--- src/rtl/lcd_pkg.sv ---
// Shared types and constants for the HD44780 LCD bus sequencer.
// Bit positions refer to the software-visible LCD register word.
package lcd_pkg;

    typedef enum logic [2:0] {
        IDLE,
        SETUP,
        PULSE,
        HOLD,
        EXEC
    } lcd_state_t;

    localparam int LCD_ON_BIT = 31;
    localparam int LCD_RS_BIT = 9;
    localparam int LCD_RW_BIT = 8;

    localparam int ST_BUSY = 0;
    localparam int ST_PEND = 1;
    localparam int ST_OVF  = 2;
    localparam int ST_W    = 3;

    // Clear display (0x01) and return home (0x02/0x03) need the long wait.
    localparam logic [7:0] CLR_OP_LO = 8'h01;
    localparam logic [7:0] CLR_OP_HI = 8'h03;

    typedef struct packed {
        logic       on;
        logic       rs;
        logic [7:0] data;
    } lcd_cmd_t;

    function automatic logic is_clear(input lcd_cmd_t c);
        return !c.rs && (c.data >= CLR_OP_LO) && (c.data <= CLR_OP_HI);
    endfunction

endpackage

--- src/rtl/lcd_driver.sv ---
// HD44780 bus sequencer: setup, E pulse, hold and execution wait per word.
// A one-deep pending slot absorbs writes that arrive while busy.
module lcd_driver
    import lcd_pkg::*;
#(
    parameter int T_SETUP = 3,
    parameter int T_PW    = 13,
    parameter int T_HOLD  = 2,
    parameter int T_EXEC  = 2000,
    parameter int T_CLR   = 82000
) (
    input  logic        i_clk,
    input  logic        i_reset,
    input  logic [31:0] i_lcd_word,
    input  logic        i_lcd_wr,
    input  logic        i_ovf_clr,
    output logic        o_lcd_on,
    output logic        o_lcd_en,
    output logic        o_lcd_rs,
    output logic        o_lcd_rw,
    output logic [7:0]  o_lcd_data,
    output logic [31:0] o_lcd_status
);

    localparam int CNT_MAX = (T_CLR > T_EXEC) ? T_CLR : T_EXEC;
    localparam int CW      = $clog2(CNT_MAX + 1);

    lcd_state_t      state;
    lcd_state_t      state_n;
    logic [CW-1:0]   cnt;
    logic [CW-1:0]   cnt_n;
    lcd_cmd_t        cur;
    lcd_cmd_t        cur_n;
    lcd_cmd_t        slot;
    lcd_cmd_t        slot_n;
    lcd_cmd_t        in_cmd;
    logic            pend;
    logic            pend_n;
    logic            ovf;
    logic            ovf_n;
    logic            ovf_set;
    logic            en_q;
    logic [ST_W-1:0] status;
    logic [ST_W-1:0] status_n;
    logic            cnt_done;
    logic            eop;
    logic            free;
    logic            direct;
    logic            launch;
    logic            unused_word;

    assign in_cmd.on   = i_lcd_word[LCD_ON_BIT];
    assign in_cmd.rs   = i_lcd_word[LCD_RS_BIT];
    assign in_cmd.data = i_lcd_word[7:0];
    assign unused_word = ^{i_lcd_word[30:10], i_lcd_word[LCD_RW_BIT]};

    // The slot drains at the end of EXEC, or from IDLE if it filled then.
    assign cnt_done = (cnt == '0);
    assign eop      = (state == IDLE) || ((state == EXEC) && cnt_done);
    assign free     = pend && eop;
    assign direct   = i_lcd_wr && (state == IDLE) && !pend;
    assign launch   = free || direct;

    always_comb begin
        state_n = state;
        cnt_n   = cnt;
        unique case (state)
            IDLE: begin
                cnt_n = '0;
                if (launch) begin
                    state_n = SETUP;
                    cnt_n   = CW'(T_SETUP - 1);
                end
            end
            SETUP: begin
                if (cnt_done) begin
                    state_n = PULSE;
                    cnt_n   = CW'(T_PW - 1);
                end else begin
                    cnt_n = cnt - CW'(1);
                end
            end
            PULSE: begin
                if (cnt_done) begin
                    state_n = HOLD;
                    cnt_n   = CW'(T_HOLD - 1);
                end else begin
                    cnt_n = cnt - CW'(1);
                end
            end
            HOLD: begin
                if (cnt_done) begin
                    state_n = EXEC;
                    cnt_n   = is_clear(cur) ? CW'(T_CLR - 1)
                                            : CW'(T_EXEC - 1);
                end else begin
                    cnt_n = cnt - CW'(1);
                end
            end
            EXEC: begin
                if (cnt_done) begin
                    if (launch) begin
                        state_n = SETUP;
                        cnt_n   = CW'(T_SETUP - 1);
                    end else begin
                        state_n = IDLE;
                        cnt_n   = '0;
                    end
                end else begin
                    cnt_n = cnt - CW'(1);
                end
            end
            default: begin
                state_n = IDLE;
                cnt_n   = '0;
            end
        endcase
    end

    always_comb begin
        cur_n   = cur;
        slot_n  = slot;
        pend_n  = pend;
        ovf_set = 1'b0;
        if (free) begin
            cur_n  = slot;
            pend_n = 1'b0;
        end else if (direct) begin
            cur_n = in_cmd;
        end
        // A write in the cycle the slot drains refills it instead of dropping.
        if (i_lcd_wr && !direct) begin
            if (!pend || free) begin
                slot_n = in_cmd;
                pend_n = 1'b1;
            end else begin
                ovf_set = 1'b1;
            end
        end
        ovf_n = ovf;
        if (ovf_set) begin
            ovf_n = 1'b1;
        end else if (i_ovf_clr) begin
            ovf_n = 1'b0;
        end
        status_n          = '0;
        status_n[ST_BUSY] = (state_n != IDLE) || pend_n;
        status_n[ST_PEND] = pend_n;
        status_n[ST_OVF]  = ovf_n;
    end

    always_ff @(posedge i_clk or negedge i_reset) begin
        if (!i_reset) begin
            state  <= IDLE;
            cnt    <= '0;
            cur    <= '0;
            slot   <= '0;
            pend   <= 1'b0;
            ovf    <= 1'b0;
            en_q   <= 1'b0;
            status <= '0;
        end else begin
            state  <= state_n;
            cnt    <= cnt_n;
            cur    <= cur_n;
            slot   <= slot_n;
            pend   <= pend_n;
            ovf    <= ovf_n;
            en_q   <= (state_n == PULSE);
            status <= status_n;
        end
    end

    assign o_lcd_on     = cur.on;
    assign o_lcd_en     = en_q;
    assign o_lcd_rs     = cur.rs;
    assign o_lcd_rw     = 1'b0;
    assign o_lcd_data   = cur.data;
    assign o_lcd_status = {{(32 - ST_W){1'b0}}, status};

endmodule
--- config.mk ---
export PLATFORM = sky130hd
export DESIGN_NAME = lcd_driver
export DESIGN_NICKNAME = d
export VERILOG_FILES = /design/src/rtl/lcd_pkg.sv /design/src/rtl/lcd_driver.sv
export SDC_FILE = /design/constraint.sdc
export NUM_CORES = 1
export LEC_CHECK = 0
export ABC_AREA = 1
export BUFFER_PORTS_ARGS = -buffer_cell sky130_fd_sc_hd__buf_2
export CAP_MARGIN = 20
export CORE_MARGIN = 1.5
export CORE_UTILIZATION = 45
export CTS_BUF_LIST = sky130_fd_sc_hd__clkbuf_16
export DETAILED_ROUTE_END_ITERATION = 10
export PLACE_DENSITY = 0.8
export SLEW_MARGIN = 20
export SYNTH_ARGS = -nofsm -noshare
export SYNTH_HDL_FRONTEND = slang
export SYNTH_SLANG_ARGS = --single-unit
--- constraint.sdc ---
create_clock -name i_clk -period 1.4 [get_ports i_clk]
set_input_delay 0.21 -clock i_clk [delete_from_list [all_inputs] [get_ports i_clk]]
set_output_delay 0.21 -clock i_clk [all_outputs]
set_load 0.005 [all_outputs]
# [Yosys cells after proc, flatten, opt, wreduce, memory -nomap -nowiden]
# Index checks and enable logic that the tools add are counted.
[totals] ff_bits=46 elab_cells=62 output_inout_bits=44
[op_classes] addsub=1 eq_ne=5 reduce_logical=19 muxes=23 order_cmp=2
[ops] operator="$mux 17" n=5
[ops] operator="$pmux 17 s5" n=1
[ops] operator="$mux 10" n=2
[ops] operator="$logic_not 17->1" n=1
[ops] operator="$sub 17x1->17 const B" n=1
[ops] operator="$mux 3" n=5
[ops] operator="$pmux 3 s5" n=1
[ops] operator="$eq 3x2->1 const B" n=3
[ops] operator="$ge 8x1->1 const B" n=1
[ops] operator="$le 8x2->1 const B" n=1
[ops] operator="$mux 1" n=8
[ops] operator="$logic_and 1x1->1" n=7
[ops] operator="$logic_or 1x1->1" n=4
[ops] operator="$eq 3x1->1 const B" n=1
[ops] operator="$eq 3x3->1 const B" n=1
[ops] operator="$logic_not 1->1" n=3
[ops] operator="$logic_not 3->1" n=1
[ops] operator="$reduce_bool 3->1" n=1
[ops] operator="$mux 2" n=1
[ops] operator="$reduce_and 2->1" n=1
[ops] operator="$reduce_bool 2->1" n=1

# [Depth between registers and ports, before layout]
# Gate-level depths: netlist (run 1).
[logic_depth] ltp_word=10 depth_mapped=15 ltp_nobuf=14

# [Least setup slack after synthesis (run 1)]
# Ideal clock, no wire load.
[synth_path] path_kind="reg-to-reg" start="reg cnt[0]" end="reg slot[4] (netlist bit)" setup_time_ns=0.116 path_buffers=1 t_required_ns=1.284 path_slack_ns=-0.200 t_arrival_ns=1.484 stages_incl_launch_ff=15 cell_sequence="dfrtp_1 inv_1 ha_1 inv_1 nor2_1 nand2_2 nor2_4 nand2_2 nand2_4 nand2_4 nand2_4 nand2_4 buf_6 nand2_1 nand2_1"
[synth_between] elab_chain_len=6
[synth_rtl] element="start, declared" line_no="lcd_driver.sv:30" source="logic [CW-1:0] cnt;"
[synth_rtl] element="start signal, assigned" line_no="lcd_driver.sv:164" source="cnt <= cnt_n;"
[synth_rtl] element="$logic_not 17->1" line_no="lcd_driver.sv:58" source="assign cnt_done = (cnt == '0);"
[synth_rtl] element="$logic_and 1x1->1" line_no="lcd_driver.sv:59" source="assign eop = (state == IDLE) || ((state == EXEC) && cnt_done);"
[synth_rtl] element="$logic_or 1x1->1" line_no="lcd_driver.sv:59"
[synth_rtl] element="$logic_and 1x1->1" line_no="lcd_driver.sv:60" source="assign free = pend && eop;"
[synth_rtl] element="$logic_or 1x1->1" line_no="lcd_driver.sv:133" source="if (!pend || free) begin"
[synth_rtl] element="$reduce_and 2->1 (no source line)"
[synth_rtl] element="end signal, assigned" line_no="lcd_driver.sv:166" source="slot <= slot_n;"
[synth_rtl] element="end, declared" line_no="lcd_driver.sv:34" source="lcd_cmd_t slot;"
# Every way passes these cells.
# A chain may end at the register's enable or synchronous reset.

# [Final worst setup path (run 1)]
[layout_path] start="reg cnt[0]" end="reg cur, in the netlist o_lcd_data[1]"
[layout_between] elab_chain_len=5 elab_cells_between_ends=6 classes_between="mux (1); reduce/logical (5)"
[layout_rtl] element="$logic_not 17->1 *" line_no="lcd_driver.sv:58"
[layout_rtl] element="$logic_and 1x1->1 *" line_no="lcd_driver.sv:59"
[layout_rtl] element="$logic_or 1x1->1 *" line_no="lcd_driver.sv:59"
[layout_rtl] element="$logic_and 1x1->1 *" line_no="lcd_driver.sv:60"
[layout_rtl] element="$mux 10 or $reduce_bool 2->1 (tied branches)"
[layout_rtl] element="end signal, assigned" line_no="lcd_driver.sv:165" source="cur <= cur_n;"
[layout_rtl] element="end, declared" line_no="lcd_driver.sv:32" source="lcd_cmd_t cur;"
# Mark *: on every way between the ends. The rest lies on a longest branch, timed or not.

==> flow_summary.json, run 1 <==
{
  "wl_um": 6390,
  "setup.worst_path.start_class": "flop",
  "clock_sinks": 44,
  "timing_hold_violations_final": 0,
  "post_synth_most_frequent_cells": "65 x nand2_1, 44 x dfrtp_1, 32 x buf_4",
  "global_route.usage.met2": 0.355,
  "cts_root_buf": "clkbuf_16",
  "remaining_drc_errors": 0,
  "cp_cell_sequence": "inv_2 > ha_4 > inv_4 > nor2_4 > nand2_2 > nor2_4 > nand2_4 > nand2_4 > nand3_4 > buf_12 > nand3_2 > o211ai_1",
  "worstSkewPairLatency_ps": 290,
  "rows": 27,
  "reg2reg_to": "o_lcd_data[1]",
  "maxCapViolCount": 0,
  "totalPowerFinal_mw": 2.72,
  "worst-path-max-fanout": 5,
  "cts-buffers-inserted": 5,
  "critical_setup_path_class": "reg2reg",
  "core-area_um2": 5570,
  "synth_seq_cells": 44,
  "num-nets-final": 443,
  "timing.final.crit_period_ps": 1630,
  "synth_cells": 321,
  "flow.area_growth_from_synthesis_pct": 40.3,
  "design.die.area_um2": 6350,
  "synth.most_common_cell": "nand2_1",
  "dr.pass1.iters": 4,
  "outcome": "complete, but fails checks",
  "ff2ff_setup_slack_ps": -230,
  "finalHoldWorstSlack_ps": 106,
  "hp-class": "in2reg",
  "ctsLongestPathBuffers": 2,
  "crit_path_start": "cnt[0]",
  "synth_area_per_cell_um2": 8.24,
  "ant_nets": 0,
  "grtUsageMet3": 0.0354,
  "drive_above_1_share": 0.470,
  "fin_crit_sh": 1.17,
  "count_of_pins_over_their_slew_limit": 0,
  "critPathSlowestCell": "dfrtp_1",
  "finalWorstSetupSlack_ps": -232,
  "netlist_top_cells_area": "dfrtp_1 42%, nand2_1 9.2%, buf_4 9.1%, inv_1 4.0%, nand3_1 3.6%",
  "whs_path_depth": 2,
  "ir_drop_uv": 596,
  "fmaxAchievable_ghz": 0.613,
  "reg_clk_slew_reported_paths_ps": 60,
  "cts_tree": "yes",
  "number_of_antenna_violations_at_the_first_check_in_global_routing": 0,
  "worstRegToRegCells": 12,
  "all_layer_global_routing_usage": 0.198,
  "power.leakage_nw": 1.87,
  "r2r-start": "cnt[0]",
  "failed_checks": "negative setup slack",
  "die_w_um": 79.7,
  "overflow": 0,
  "first_global_vias": 2305,
  "clock_tree.htree_level_count": 2,
  "place.port_buffers": 27,
  "ioPinCount": 80,
  "critPathArrivalTime_ps": 1800,
  "crit_path_end": "o_lcd_data[1]",
  "post-synth-top-area-fraction": 0.416,
  "synth-warning-count": 0,
  "groute.layer.met1.usage": 0.242,
  "slowest_delay_ps": 380,
  "effective_utilization_at_floorplan": 0.475,
  "mappedNetlistArea_um2": 2650,
  "yosysSeqAreaShare": 0.416,
  "finClkSkew_ps": 4.81,
  "grt_busiest_layer": "met2",
  "critical_path_sink_type": "flop",
  "grt_first_pass_wirelength_um": 9920,
  "initialDrtViolationCount": 121,
  "async_flop_share": 1.00,
  "finalSetupViolCount": 44,
  "rsz0062_at_grt": "yes",
  "hpwlAfterDp_um": 4200,
  "synth-edff-count": 0,
  "ys_dominant_reg_cell": "dfrtp_1",
  "avgRoutedWirePerCell_um": 13.4,
  "cp.required_ps": 1560,
  "vias_per_cell": 4.96,
  "final_cell_area_um2": 3710,
  "num_antenna_cells": 0,
  "dpl-instance-area_um2": 3160,
  "die_h_um": 79.7,
  "yosys.area.top_type": "dfrtp_1",
  "grt_max_degree": 45,
  "cellPowerDensity_nw_per_um2": 733,
  "gp_routability_congestion": 0.796,
  "synth.lib_cells_used.distinct": 37,
  "dr_total_vias": 2370
}
==> sequential cells by signal, indices dropped and copies added (netlist names) <==
name,count
state,3
status,2
o_lcd_data,8
slot,10
o_lcd_on,1
o_lcd_en,1
ovf,1
cnt,17
o_lcd_rs,1
==> kinds of logic after synthesis <==
group                    count (synthesis)  synth area share
AO/OA/AOI/OAI                           40            0.0946
AND/OR/NAND/NOR                        152             0.293
buffers and inverters                   75             0.162
flip-flops                              44             0.416
other                                    1           0.00142
adder cells (fa/ha/maj)                  2           0.00946
XOR/XNOR                                 7            0.0232
==> worst min path at each step <==
stage | from | to | slack, ps
after floorplan | i_reset | cnt[0] | -90
after global placement | i_reset | cnt[4] | 210
after detailed placement | i_reset | cnt[4] | 210
after CTS | i_ovf_clr | ovf | 100
after global routing | i_ovf_clr | ovf | 120
final | i_ovf_clr | ovf | 110
==> through the flow <==
step | cells | setup WS (ps) | TNS (ps) | utilization
6_report | 478 | -232 | -7420 | 0.666
4_1_cts | 474 | -215 | -6040 | 0.621
2_1_floorplan | 350 | -166 | -2640 | -
5_1_grt | 478 | -332 | -10910 | 0.666
3_3_place_gp | 462 | -207 | -4360 | 0.566
3_5_place_dp | 462 | -289 | -7590 | 0.566
==> timing repair <==
| item | CTS | global route |
|---|---|---|
| setup buffers | 3 | 3 |
| setup endpoints to repair | 43 | 44 |
| gates cloned | 0 | 1 |
| pin swaps | 13 | 28 |
| gates resized for setup | 24 | 53 |
| hold buffers | 1 | 0 |
| hold endpoints to repair | 44 | 0 |
==> placed cells by master (no fill, tap or decap), types with 2 or more instances in the layout <==
cell,count
ha_4,2
nand3_2,13
nand4_1,3
inv_2,7
o211ai_1,10
buf_12,3
dfrtp_1,44
buf_2,27
nor3_2,3
nand2_8,2
nand2_4,13
buf_6,4
buf_4,49
o21ai_2,10
xnor2_1,3
nor2_4,11
nand3_4,3
nor3_1,5
o21ai_1,4
conb_1,30
clkbuf_16,5
nand2_1,46
nor2_1,19
o21ai_0,3
nand3_1,5
nand2_2,19
xor2_1,4
clkinv_4,2
a21oi_1,8
clkinv_1,2
inv_1,25
inv_4,2
nor2_2,7
==> metal layers <==
layer,vias up,wire [um]
li1,1129,-
met3,14,274
met4,0,105
met5,-,0
met2,73,3500
met1,1154,2520
==> cell type report <==
| cell class | instances | area [um2] |
|---|---|---|
| clock buffers | 5 | 125 |
| clock inverters | 3 | 42.5 |
| fillers | 436 | 1860 |
| inverters | 38 | 159 |
| multi-input cells | 232 | 1580 |
| flip-flops and latches | 44 | 1100 |
| well taps | 72 | 90.1 |
| repair buffers | 84 | 618 |
==> power by group <==
group          leakage (nW)  internal, mW  switching, mW
clock                0.0814         0.839          0.507
sequential            0.515          1.27       0.000728
combinational          1.27        0.0282         0.0738
total                  1.87          2.14          0.581
==> critical path: cells and delay by family (launching register included) <==
family,cells,cell delay [ps]
AND/OR/NAND/NOR,7,610
flip-flops,1,380
buffers and inverters,3,290
adder cells (fa/ha/maj),1,140
AO/OA/AOI/OAI,1,90
Note: power is estimated with default switching activity, not from simulation.
==> run 2: changes to the inputs <==
--- a/config.mk
+++ b/config.mk
@@ -12,6 +12,7 @@
 export CORE_UTILIZATION = 45
 export CTS_BUF_LIST = sky130_fd_sc_hd__clkbuf_16
 export DETAILED_ROUTE_END_ITERATION = 10
+export MAX_ROUTING_LAYER = met4
 export PLACE_DENSITY = 0.8
 export SLEW_MARGIN = 20
 export SYNTH_ARGS = -nofsm -noshare
==> flow_summary.json, run 2 (synthesized netlist as in run 1, its figures left out) <==
{
  "outcome": "complete, but fails checks",
  "failed_checks": "negative setup slack",
  "cellPowerDensity_nw_per_um2": 754,
  "finalSetupViolCount": 44,
  "num_antenna_cells": 0,
  "power.share.clock": 0.494,
  "cp.required_ps": 1610,
  "clock_sinks": 44,
  "critical_path_sink_type": "flop",
  "number_of_antenna_violations_at_the_first_check_in_global_routing": 0,
  "regMostFlops": "cnt",
  "sw_frac_of_total": 0.209,
  "post-place-ws_ps": -289,
  "remaining_drc_errors": 0,
  "ant_nets": 0,
  "clock_tree.htree_level_count": 2,
  "place.port_buffers": 27,
  "place.detailed.instances": 462,
  "dr_total_vias": 2308,
  "rsz0062_at_grt": "yes",
  "initialDrtViolationCount": 126,
  "flow.area_growth_from_synthesis_pct": 35.7,
  "finalWorstSetupSlack_ps": -241,
  "all_layer_global_routing_usage": 0.204,
  "overflow": 0,
  "effective_utilization_at_floorplan": 0.475,
  "maxCapViolCount": 0,
  "avgRoutedWirePerCell_um": 13.0,
  "first_global_vias": 2309,
  "cts_tree": "yes",
  "die_h_um": 79.7,
  "ir_drop_uv": 612,
  "mostFrequentLayoutCells": "54 x nand2_1, 51 x buf_4, 44 x dfrtp_1, 30 x conb_1, 27 x buf_2",
  "ioPinCount": 80,
  "timing_hold_violations_final": 0,
  "cell_internal_pwr_mw": 2.14,
  "cts-buffers-inserted": 5,
  "largest_register_ffs": 17,
  "power.leakage_nw": 1.84,
  "hpwlAfterDp_um": 4200,
  "combPwrFrac": 0.035,
  "dr.pass1.iters": 4,
  "reg_clk_slew_reported_paths_ps": 60,
  "finalSetupTns_ps": -7660,
  "wl_um": 6180,
  "core-area_um2": 5570,
  "layout.cells.most_common": "nand2_1",
  "design.die.area_um2": 6350,
  "worst-path-max-fanout": 4,
  "fmaxAchievable_ghz": 0.609,
  "worstSkewPairLatency_ps": 290,
  "multi_input_area_um2": 1460,
  "power.switching_mw": 0.565,
  "grt_max_degree": 45,
  "vias_per_cell": 4.84,
  "timing.final.crit_period_ps": 1640,
  "drive_above_1_share": 0.430,
  "num-nets-final": 442,
  "power.share.sequential": 0.471,
  "fin_crit_sh": 1.17,
  "critPathArrivalTime_ps": 1850,
  "grt_first_pass_wirelength_um": 9920,
  "cts_root_buf": "clkbuf_16",
  "ctsLongestPathBuffers": 2,
  "fillCellCount": 468,
  "hp-class": "in2reg",
  "setup.worst_path.start_class": "flop",
  "regArea_um2": 1100,
  "gp_routability_congestion": 0.807,
  "finalNonFillerCells": 477,
  "rows": 27,
  "die_w_um": 79.7,
  "count_of_pins_over_their_slew_limit": 0,
  "finClkSkew_ps": 4.93,
  "critical_setup_path_class": "reg2reg"
}
==> run 2: changes by cell type in the layout (fill, tap and decap cells not counted), sizes merged <==
cell | previous run | this run
inv | 35 | 34
nand2 | 80 | 79
clkinv | 5 | 6
==> run 2: final cells by class <==
cell class	count	area share
clock buffers	5	0.0349
clock inverters	3	0.0119
flip-flops and latches	44	0.307
multi-input cells	231	0.408
well taps	72	0.0251
repair buffers	84	0.170
inverters	38	0.0436
==> run 2: power by group through the flow <==
stage                     registers, mW  clock network [mW]  logic [mW]
after floorplan                    1.30                   0      0.0982
after global placement             1.30                   0      0.0906
after detailed placement           1.30                   0      0.0924
after CTS                          1.27                1.36      0.0963
after global routing               1.27                1.40       0.113
final                              1.27                1.34      0.0953
==> run 2: repair_timing <==
| item | in CTS | in global routing |
|---|---|---|
| pin swaps | 13 | 14 |
| hold endpoints to repair | 44 | 0 |
| gates resized for setup | 24 | 26 |
| endpoints found under the setup margin | 43 | 44 |
| hold buffers | 1 | 0 |
| buffers inserted | 3 | 3 |
==> run 2: through the flow <==
step                 util  area, um2  hold WS, ps  power, mW
finish              0.644       3590          105       2.70
global route        0.644       3590          120       2.79
CTS                 0.621       3460          104       2.73
detailed placement  0.566       3160          206       1.39
global placement    0.566       3160          210       1.39
floorplan               -       2800        -85.6       1.40
==> run 2: per-layer routing <==
| metal | vias to the layer above | track usage | part of all wire |
|---|---|---|---|
| li1 | 1124 | - | - |
| met1 | 1123 | 0.245 | 0.40 |
| met2 | 57 | 0.354 | 0.55 |
| met3 | 4 | 0.0331 | 0.041 |
| met4 | 0 | 0.0579 | 0.0039 |
| met5 | - | - | 0 |
==> run 2: worst max-delay path, stage by stage (launching register included) <==
cell,delay [ps]
dfrtp_1,380
inv_2,80
ha_4,140
inv_4,40
nor2_2,90
nand2_2,90
nor2_4,150
nand2_4,90
or3_4,440
o21ai_2,70
==> run 2: final timing paths <==
kind,start,to,slack [ps],cells past startpoint
hold reg to reg,slot[8],slot[8],480,2
setup / recovery,cnt[0],cnt[9],-240,9
hold / removal,i_ovf_clr,ovf,100,2
setup reg to reg,cnt[0],cnt[9],-240,9
min in group asynchronous,i_reset,cnt[4],420,3
max in group asynchronous,i_reset,o_lcd_rs,750,3
==> run 3: changes to the inputs <==
--- a/config.mk
+++ b/config.mk
@@ -8,12 +8,14 @@
 export ABC_AREA = 1
 export BUFFER_PORTS_ARGS = -buffer_cell sky130_fd_sc_hd__buf_2
 export CAP_MARGIN = 20
+export CORE_ASPECT_RATIO = 1.25
 export CORE_MARGIN = 1.5
 export CORE_UTILIZATION = 45
 export CTS_BUF_LIST = sky130_fd_sc_hd__clkbuf_16
 export DETAILED_ROUTE_END_ITERATION = 10
 export MAX_ROUTING_LAYER = met4
 export PLACE_DENSITY = 0.8
+export REMOVE_ABC_BUFFERS = 1
 export SLEW_MARGIN = 20
 export SYNTH_ARGS = -nofsm -noshare
 export SYNTH_HDL_FRONTEND = slang
==> flow_summary.json, run 3 (synthesized netlist as in run 1, its figures left out) <==
{
  "grt_max_degree": 45,
  "finalSetupTns_ps": -7370,
  "slowest_delay_ps": 420,
  "finClkSkew_ps": 4.96,
  "clock_tree.htree_level_count": 2,
  "drive_above_1_share": 0.419,
  "mostFrequentLayoutCells": "51 x nand2_1, 47 x buf_4, 44 x dfrtp_1, 30 x conb_1, 27 x buf_2",
  "overflow": 0,
  "multi_input_area_um2": 1460,
  "worst-path-max-fanout": 5,
  "layout.cells.most_common": "nand2_1",
  "rows": 31,
  "regArea_um2": 1100,
  "finalHoldWorstSlack_ps": 103,
  "hpwlAfterDp_um": 4120,
  "reg_clk_slew_reported_paths_ps": 60,
  "critical-path-top-delay-family": "simple AND/OR/NAND/NOR gates",
  "cp_cell_sequence": "inv_2 > ha_4 > inv_2 > nor2_1 > nand2_1 > nor2_2 > nand2_2 > or3_4 > o21ai_1",
  "place.port_buffers": 27,
  "place.detailed.instances": 454,
  "worstSkewPairLatency_ps": 280,
  "hp-class": "in2reg",
  "fillCellCount": 468,
  "finalWorstSetupSlack_ps": -232,
  "cts_tree": "yes",
  "finalNonFillerCells": 469,
  "critical_setup_path_class": "reg2reg",
  "fmaxAchievable_ghz": 0.613,
  "dr_total_vias": 2310,
  "effective_utilization_at_floorplan": 0.461,
  "cts-buffers-inserted": 5,
  "wl_um": 6190,
  "avgRoutedWirePerCell_um": 13.2,
  "power.leakage_nw": 1.75,
  "num_antenna_cells": 0,
  "reg2reg_to": "cnt[9]",
  "count_of_pins_over_their_slew_limit": 0,
  "num-nets-final": 440,
  "cp.required_ps": 1620,
  "fin_crit_sh": 1.17,
  "finalSetupViolCount": 44,
  "cts_root_buf": "clkbuf_16",
  "crit_path_end": "cnt[9]",
  "setup.worst_path.start_class": "flop",
  "gp_routability_congestion": 0.846,
  "worstRegToRegCells": 9,
  "critPathArrivalTime_ps": 1850,
  "r2r-start": "cnt[0]",
  "die_h_um": 88.7,
  "timing.final.crit_period_ps": 1630,
  "initialDrtViolationCount": 110,
  "number_of_antenna_violations_at_the_first_check_in_global_routing": 0,
  "ant_nets": 0,
  "core-area_um2": 5740,
  "critPathMostFrequentCell": "inv_2",
  "timing.critical_path.depth": 9,
  "crit_path_start": "cnt[0]",
  "failed_checks": "negative setup slack",
  "largest_register_ffs": 17,
  "remaining_drc_errors": 0,
  "outcome": "complete, but fails checks",
  "maxCapViolCount": 0,
  "final_cell_area_um2": 3530,
  "design.die.area_um2": 6350,
  "ctsLongestPathBuffers": 2,
  "ff2ff_setup_slack_ps": -230,
  "ir_drop_uv": 1060,
  "finalCoreUtilization": 0.615,
  "regMostFlops": "cnt",
  "grt_first_pass_wirelength_um": 9800,
  "dr.pass1.iters": 6,
  "die_w_um": 71.6,
  "ioPinCount": 80,
  "timing_hold_violations_final": 0,
  "critical_path_sink_type": "flop",
  "cp_num_buf_inv": 2,
  "first_global_vias": 2357,
  "cellPowerDensity_nw_per_um2": 759,
  "clock_sinks": 44,
  "vias_per_cell": 4.93,
  "all_layer_global_routing_usage": 0.201,
  "dpl-instance-area_um2": 3060,
  "rsz0062_at_grt": "yes",
  "flow.area_growth_from_synthesis_pct": 33.4,
  "critPathSlowestCell": "or3_4"
}
-- run 3: changes by cell type in the layout (fill, tap and decap cells not counted), sizes merged --
cell	previous run	this run
clkinv	6	5
buf	83	80
nand2	79	80
inv	34	35
-- run 3: cell type report --
class | count | area share
Tap cell | 66 | 0.0234
Sequential cell | 44 | 0.312
Inverter | 38 | 0.0418
Clock inverter | 3 | 0.0110
Clock buffer | 5 | 0.0354
Timing Repair Buffer | 81 | 0.163
Multi-Input combinational cell | 232 | 0.414
-- run 3: stage by stage --
step / power, mW / setup slack [ps]
2_1_floorplan: 1.33 / -274
3_3_place_gp: 1.39 / -194
3_5_place_dp: 1.39 / -236
4_1_cts: 2.69 / -197
5_1_grt: 2.76 / -337
6_report: 2.68 / -232
-- run 3: what timing repair did --
action | 4_1_cts | 5_1_grt
pin swaps | 10 | 9
gates resized for setup | 29 | 34
hold endpoints to repair | 44 | 0
setup endpoints to repair | 44 | 44
hold buffers | 1 | 0
buffers inserted | 2 | 4
cloned | 1 | 0
-- run 3: where the power goes --
part / total, mW / internal, mW / switching (mW)
Sequential: 1.27 / 1.27 / 0.000890
Combinational: 0.0985 / 0.0275 / 0.0710
Clock: 1.31 / 0.832 / 0.474
-- run 3: how the worst min path moves through the flow --
stage               from  cells past startpoint  slack (ps)       to
2_1_floorplan    i_reset                      0         -90   cnt[0]
3_3_place_gp     i_reset                      2         200  slot[9]
3_5_place_dp     i_reset                      2         210  slot[9]
4_1_cts        i_ovf_clr                      2         100      ovf
5_1_grt        i_ovf_clr                      2         110      ovf
6_report       i_ovf_clr                      2         100      ovf
-- run 3: worst register-to-register path: cells and delay by family (launching register included) --
kind / cells / cell delay, ps
simple gates: 5 / 840
flops: 1 / 390
fa+ha+maj: 1 / 130
buf+inv: 2 / 120
compound gates: 1 / 90
-- run 3: metal layers --
metal  routed length (um)  track usage  share of wire  up-vias
met4                  164       0.0875          0.027        0
met5                    0            -              0        -
met1                 2150        0.191           0.35     1098
met2                 3680        0.394           0.60       65
li1                     -            -              -     1131
met3                  187       0.0319          0.030       16
